`config.mk`:
```
export PLATFORM = sky130hd
export DESIGN_NAME = llc_req_arbiter
export DESIGN_NICKNAME = d
export VERILOG_FILES = /design/src/rtl/llc_req_arbiter_pkg.sv /design/src/rtl/llc_req_arbiter_rr_arbiter.sv /design/src/rtl/llc_req_arbiter.sv
export SDC_FILE = /design/constraint.sdc
export NUM_CORES = 1
export LEC_CHECK = 0
export BUFFER_PORTS_ARGS = -buffer_cell sky130_fd_sc_hd__buf_2
export CAP_MARGIN = 10
export CORE_MARGIN = 5
export CORE_UTILIZATION = 45
export DETAILED_ROUTE_END_ITERATION = 16
export GPL_ROUTABILITY_DRIVEN = 0
export MAX_ROUTING_LAYER = met4
export PLACE_DENSITY = 0.88
export SYNTH_ARGS = -nofsm -noshare
export SYNTH_HDL_FRONTEND = slang
export SYNTH_HIERARCHICAL = 1
export SYNTH_SLANG_ARGS = --single-unit
```
`constraint.sdc`:
```
create_clock -name clk -period 9.4 [get_ports clk]
set_input_delay 1.88 -clock clk [delete_from_list [all_inputs] [get_ports clk]]
set_output_delay 1.88 -clock clk [all_outputs]
set_load 0.02 [all_outputs]
```
`src/rtl/llc_req_arbiter_pkg.sv`:
```
// LLC_defs: shared defaults and FSM state encoding for the LLC request arbiter.
// Latency: n/a (declarations only).
// Backpressure: n/a.
package LLC_defs;

  localparam int NUM_REQ_DEF     = 4;
  localparam int LLC_LATENCY_DEF = 1;

  typedef enum logic [1:0] {
    ST_IDLE  = 2'd0,
    ST_ISSUE = 2'd1,
    ST_WAIT  = 2'd2,
    ST_RESP  = 2'd3
  } state_t;

endpackage

```
`src/rtl/llc_req_arbiter_rr_arbiter.sv`:
```
// rr_arbiter: rotating-priority pick of the first set req bit at or after ptr.
// Latency: purely combinational, zero cycles.
// Backpressure: none; grant is one-hot, or zero when req is zero.
//
// Ports:
//   req   - request vector, one bit per requester
//   ptr   - index with highest priority this cycle
//   grant - one-hot winner (all-zero when no request)
module rr_arbiter #(
  parameter  int N  = 4,
  localparam int PW = $clog2(N)
) (
  input  logic [N-1:0]  req,
  input  logic [PW-1:0] ptr,
  output logic [N-1:0]  grant
);

  logic [PW-1:0] idx;
  logic          found;

  // N is a power of two, so the PW-bit sum wraps modulo N for free.
  always_comb begin
    grant = '0;
    found = 1'b0;
    idx   = '0;
    for (int i = 0; i < N; i++) begin
      idx = ptr + PW'(i);
      if (!found && req[idx]) begin
        grant[idx] = 1'b1;
        found      = 1'b1;
      end
    end
  end

endmodule

```
`src/rtl/llc_req_arbiter.sv`:
```
// llc_req_arbiter: shares one LLC port among NUM_REQ requesters, one transaction at a time.
// Latency: accept T, llc_cs T+1, rsp_valid T+2+LLC_LATENCY, next accept T+3+LLC_LATENCY.
// Backpressure: req_ready is all-zero while busy; an unaccepted request may be withdrawn freely.
//
// Ports:
//   clk, reset                         - clock, async active-low reset
//   req_valid/req_ready                - per-requester handshake (ready one-hot or zero)
//   req_addr/req_wr/req_wdata          - per-requester request fields
//   rsp_valid/rsp_hit/rsp_rdata        - one-hot response strobe plus shared result
//   llc_cs/llc_wr/llc_addr/llc_data_in - LLC request side
//   llc_hit/llc_data_out               - LLC result, valid LLC_LATENCY cycles after llc_cs
//   busy, grant_id                     - status: not IDLE, last accepted requester
module llc_req_arbiter
  import LLC_defs::*;
#(
  parameter  int NUM_REQ     = NUM_REQ_DEF,
  parameter  int LLC_LATENCY = LLC_LATENCY_DEF,
  localparam int IW          = $clog2(NUM_REQ)
) (
  input  logic                      clk,
  input  logic                      reset,
  input  logic [NUM_REQ-1:0]        req_valid,
  output logic [NUM_REQ-1:0]        req_ready,
  input  logic [NUM_REQ-1:0][31:0]  req_addr,
  input  logic [NUM_REQ-1:0]        req_wr,
  input  logic [NUM_REQ-1:0][7:0]   req_wdata,
  output logic [NUM_REQ-1:0]        rsp_valid,
  output logic                      rsp_hit,
  output logic [7:0]                rsp_rdata,
  output logic                      llc_cs,
  output logic                      llc_wr,
  output logic [31:0]               llc_addr,
  output logic [7:0]                llc_data_in,
  input  logic                      llc_hit,
  input  logic [7:0]                llc_data_out,
  output logic                      busy,
  output logic [IW-1:0]             grant_id
);

  state_t               state;
  logic [IW-1:0]        rr_ptr;
  logic [IW-1:0]        gid_q;
  logic [2:0]           wait_cnt;
  logic [31:0]          addr_q;
  logic                 wr_q;
  logic [7:0]           wdata_q;
  logic [NUM_REQ-1:0]   arb_grant;
  logic [IW-1:0]        arb_idx;
  logic                 accept;

  rr_arbiter #(.N(NUM_REQ)) u_rr (
    .req   (req_valid),
    .ptr   (rr_ptr),
    .grant (arb_grant)
  );

  always_comb begin
    arb_idx = '0;
    for (int i = 0; i < NUM_REQ; i++) begin
      if (arb_grant[i]) arb_idx = IW'(i);
    end
  end

  // Gating with reset keeps ready low while reset is held, even though the
  // arbiter itself is combinational on req_valid.
  assign req_ready   = (reset && state == ST_IDLE) ? arb_grant : '0;
  assign accept      = |(req_valid & req_ready);
  assign busy        = (state != ST_IDLE);
  assign llc_cs      = (state == ST_ISSUE);
  assign llc_wr      = llc_cs & wr_q;
  assign llc_addr    = addr_q;
  assign llc_data_in = wdata_q;
  assign grant_id    = gid_q;

  always_comb begin
    rsp_valid = '0;
    if (state == ST_RESP) rsp_valid[gid_q] = 1'b1;
  end

  always_ff @(posedge clk or negedge reset) begin
    if (!reset) begin
      state     <= ST_IDLE;
      rr_ptr    <= '0;
      gid_q     <= '0;
      wait_cnt  <= '0;
      addr_q    <= '0;
      wr_q      <= 1'b0;
      wdata_q   <= '0;
      rsp_hit   <= 1'b0;
      rsp_rdata <= '0;
    end else begin
      case (state)
        ST_IDLE: begin
          if (accept) begin
            addr_q  <= req_addr[arb_idx];
            wr_q    <= req_wr[arb_idx];
            wdata_q <= req_wdata[arb_idx];
            gid_q   <= arb_idx;
            rr_ptr  <= arb_idx + 1'b1;  // wraps modulo NUM_REQ
            state   <= ST_ISSUE;
          end
        end
        ST_ISSUE: begin
          // Count down to zero so WAIT spans exactly LLC_LATENCY cycles.
          wait_cnt <= 3'(LLC_LATENCY - 1);
          state    <= ST_WAIT;
        end
        ST_WAIT: begin
          if (wait_cnt == 3'd0) begin
            rsp_hit   <= llc_hit;
            rsp_rdata <= llc_data_out;
            state     <= ST_RESP;
          end else begin
            wait_cnt <= wait_cnt - 3'd1;
          end
        end
        ST_RESP: state <= ST_IDLE;
        default: state <= ST_IDLE;
      endcase
    end
  end

endmodule

```
==> run summary <==
Hold Path Origin: llc_addr[28]
H-tree levels: 3
Vias/cell: 5.41
worst hold-check slack: 0.484 ns
antenna-violating nets left: 0
Final period util: 64.4%
Ports: 241
clock buffer count from CTS: 9
syn_area_per_cell: 9.94 sq um
max_slew headroom: 40.5%
fin cells: 740
CTS tree: yes
# hold bufs at CTS: 0
#FFs+latches synth: 59
site row count: 34
final hold violations: 0
PortBufs: 240
max frequency: 165 MHz
Pleak: 2.74 nW
postcts setup bufs: 0
final wirelength: 12500 microns
die height: 104 microns
DRT iter0 DRCs: 146
pwr dens: 362 mW/mm^2
WS Path Type: in2out
Startpoint Class: input port
# diodes: 0
Root Buffer: clkbuf_8
Num Clock Sinks: 59
Final nets: 819
pre-CTS WS: 3.38 ns
fillers: 740
Most Frequent Cell on Critical Path: buf_2
Seq/Total Area, Yosys: 36.9%
Clock Pin Slew Worst Setup and Hold Paths: 0.08 ns
DRT Pass-1 Iters: 4
Arr. time, crit path: 4.18 ns
largest net degree at the start of global routing: 89
worst reg2reg setup slack: 5.40 ns
remaining routing DRC violations: 0
Multi-input gate area: 0.00228 sq mm
synthesized area: 0.00401 sq mm
final worst path period need: 6.06 ns
post-CTS sizing: 0
cell area after placement: 0.00517 sq mm
Final Skew: 0.0119 ns
worst path cell trace: buf_2, mux4_2, nor4b_4, nand2_1, o211ai_1, buf_4, and3_1, buf_2
DR WL/cell: 16.9 microns
fin. max-slew vios: 0
PnR worst setup slack: 3.34 ns
CTS Buffer Depth: 2
Post-synth top flop: dfrtp_1
RSZ-0062 raised after global routing: no
status: finished clean
layout overhead on the synthesized area: 34.8%
GRT Overall Usage: 23.0%
core area: 0.00868 sq mm
Critical Path Source: req_valid[3]
total gr overflow: 0
Vias: 4002
Synth cell types: 39
post-route cell area: 0.00540 sq mm
CP Max Fanout: 45
Crit-path slowest cell: mux4_2
Starting Density: 46.2%
Reg area: 0.00148 sq mm
Detailed Place HPWL: 9630 microns
Slew @ Worst Pin: 0.893 ns
Max-cap violations: 0
worst vdd ir: 0.263 mV
die area: 0.0109 sq mm
worst min path class: reg2reg
Syn Nets: 595
Syn Inst Count: 403
die width: 104 microns
Placed Cells: 724
number of synthesized flops with an enable pin: 0
Worst-Skew Late Latency: 0.33 ns
fraction of registers with async set/reset: 100%
first-pass GRT wire length: 20300 microns
setup TNS: 0 ns
setup violators final: 0
worst path required time: 7.52 ns
vias in the first global route: 4352
initial antenna violation count: 0
critical path endpoint category: output pin
Ys Warns: 6
share of layout cells above drive strength 1: 51.4%
max incr delay on CP: 0.60 ns
RR Startpoint: rr_ptr[0]
per-layer routing:
layer  GRT usage, %  vias up  wire, microns
li1               -     1915              -
met1           25.7     1898           4730
met2           39.8      166           6590
met3           6.02       23            842
met4           7.49        0            305
met5              -        -              0
kinds of logic after synthesis:
kind of cell	count (synthesis)	synth area share [%]
buf+inv	44	6.21
compound gates	108	19.8
fa+ha+maj	13	4.06
xor+xnor	1	0.219
mux	56	17.1
flops	59	36.9
simple gates	122	15.7
Yosys cell counts (all sizes together) (2+ instances only):
master | n | area share, %
and3 | 7 | 1.1
mux2 | 52 | 15
inv | 13 | 1.2
nand2b | 45 | 7.0
and2 | 2 | 0.31
a21oi | 5 | 0.62
buf | 22 | 4.2
a22oi | 2 | 1.1
dfrtp | 59 | 37
a21o | 5 | 1.2
nor2 | 6 | 0.56
nand2 | 56 | 5.3
o31ai | 3 | 0.56
o221ai | 41 | 9.0
clkbuf | 9 | 0.84
o211ai | 5 | 0.94
o21ai | 42 | 5.2
mux4 | 4 | 2.4
ha | 13 | 4.1
critical path, delay by kind of cell:
family	cells	cell delay, ns
AO/OA/AOI/OAI	1	0.10
AND/OR/NAND/NOR	3	0.74
multiplexers	1	0.60
buffers and inverters	3	0.84
placed cells by master (no fill, tap or decap), drive strengths merged:
cell type,synthesis,routed
a2111oi,1,1
a211o,1,1
a21boi,1,1
a21o,5,5
a21oi,5,5
a22oi,2,2
a31oi,1,1
and2,2,2
and3,7,7
buf,22,244
bufinv,0,2
clkbuf,9,9
clkinv,0,4
dfrtp,59,59
ha,13,13
inv,13,14
mux2,52,52
mux4,4,4
nand2,56,56
nand2b,45,45
nand3b,1,1
nand4,1,1
nor2,6,6
nor3,1,1
nor3b,1,1
nor4b,1,1
o211ai,5,5
o21ai,42,42
o221ai,41,41
o311ai,1,1
o31ai,3,3
or2,1,1
xnor2,1,1
stage by stage:
step	util, %	total power [W]
5_1_grt	62.2	0.00211
6_report	62.2	0.00196
3_3_place_gp	59.6	0.00165
4_1_cts	62.2	0.00197
2_1_floorplan	-	0.00142
3_5_place_dp	59.6	0.00171
state kept, by name (all words and copies together) (netlist names):
name,flops
wr_q,1
llc_data_in,8
rr_ptr,2
rsp_rdata,8
state,2
llc_addr,32
rsp_hit,1
wait_cnt,3
grant_id,2
report_power, final:
part	total, W	internal [W]	leakage (nW)	switching (W)
sequential	0.000448	0.000372	0.730	0.0000764
combinational	0.00125	0.000503	1.90	0.000744
clock	0.000260	0.000151	0.114	0.000109
total	0.00196	0.00103	2.74	0.000930
path summary, 6_finish.rpt:
| kind | end | cells after the start |
|---|---|---|
| worst max-delay path | req_ready[1] | 8 |
| worst min-delay path | llc_addr[28] | 2 |
| worst max register to register | llc_addr[1] | 11 |
| worst min register to register | llc_addr[28] | 2 |
| max in group asynchronous | llc_addr[2] | 2 |
| min in group asynchronous | llc_addr[24] | 2 |
cell type report:
| cell class | instances | share of cell area (%) |
|---|---|---|
| Sequential cell | 59 | 27.3 |
| Inverter | 13 | 0.904 |
| Multi-Input combinational cell | 300 | 42.3 |
| Timing Repair Buffer | 244 | 22.8 |
| Clock buffer | 9 | 2.29 |
| Clock inverter | 7 | 1.85 |
| Tap cell | 108 | 2.50 |
Note: power is estimated with default switching activity, not from simulation.
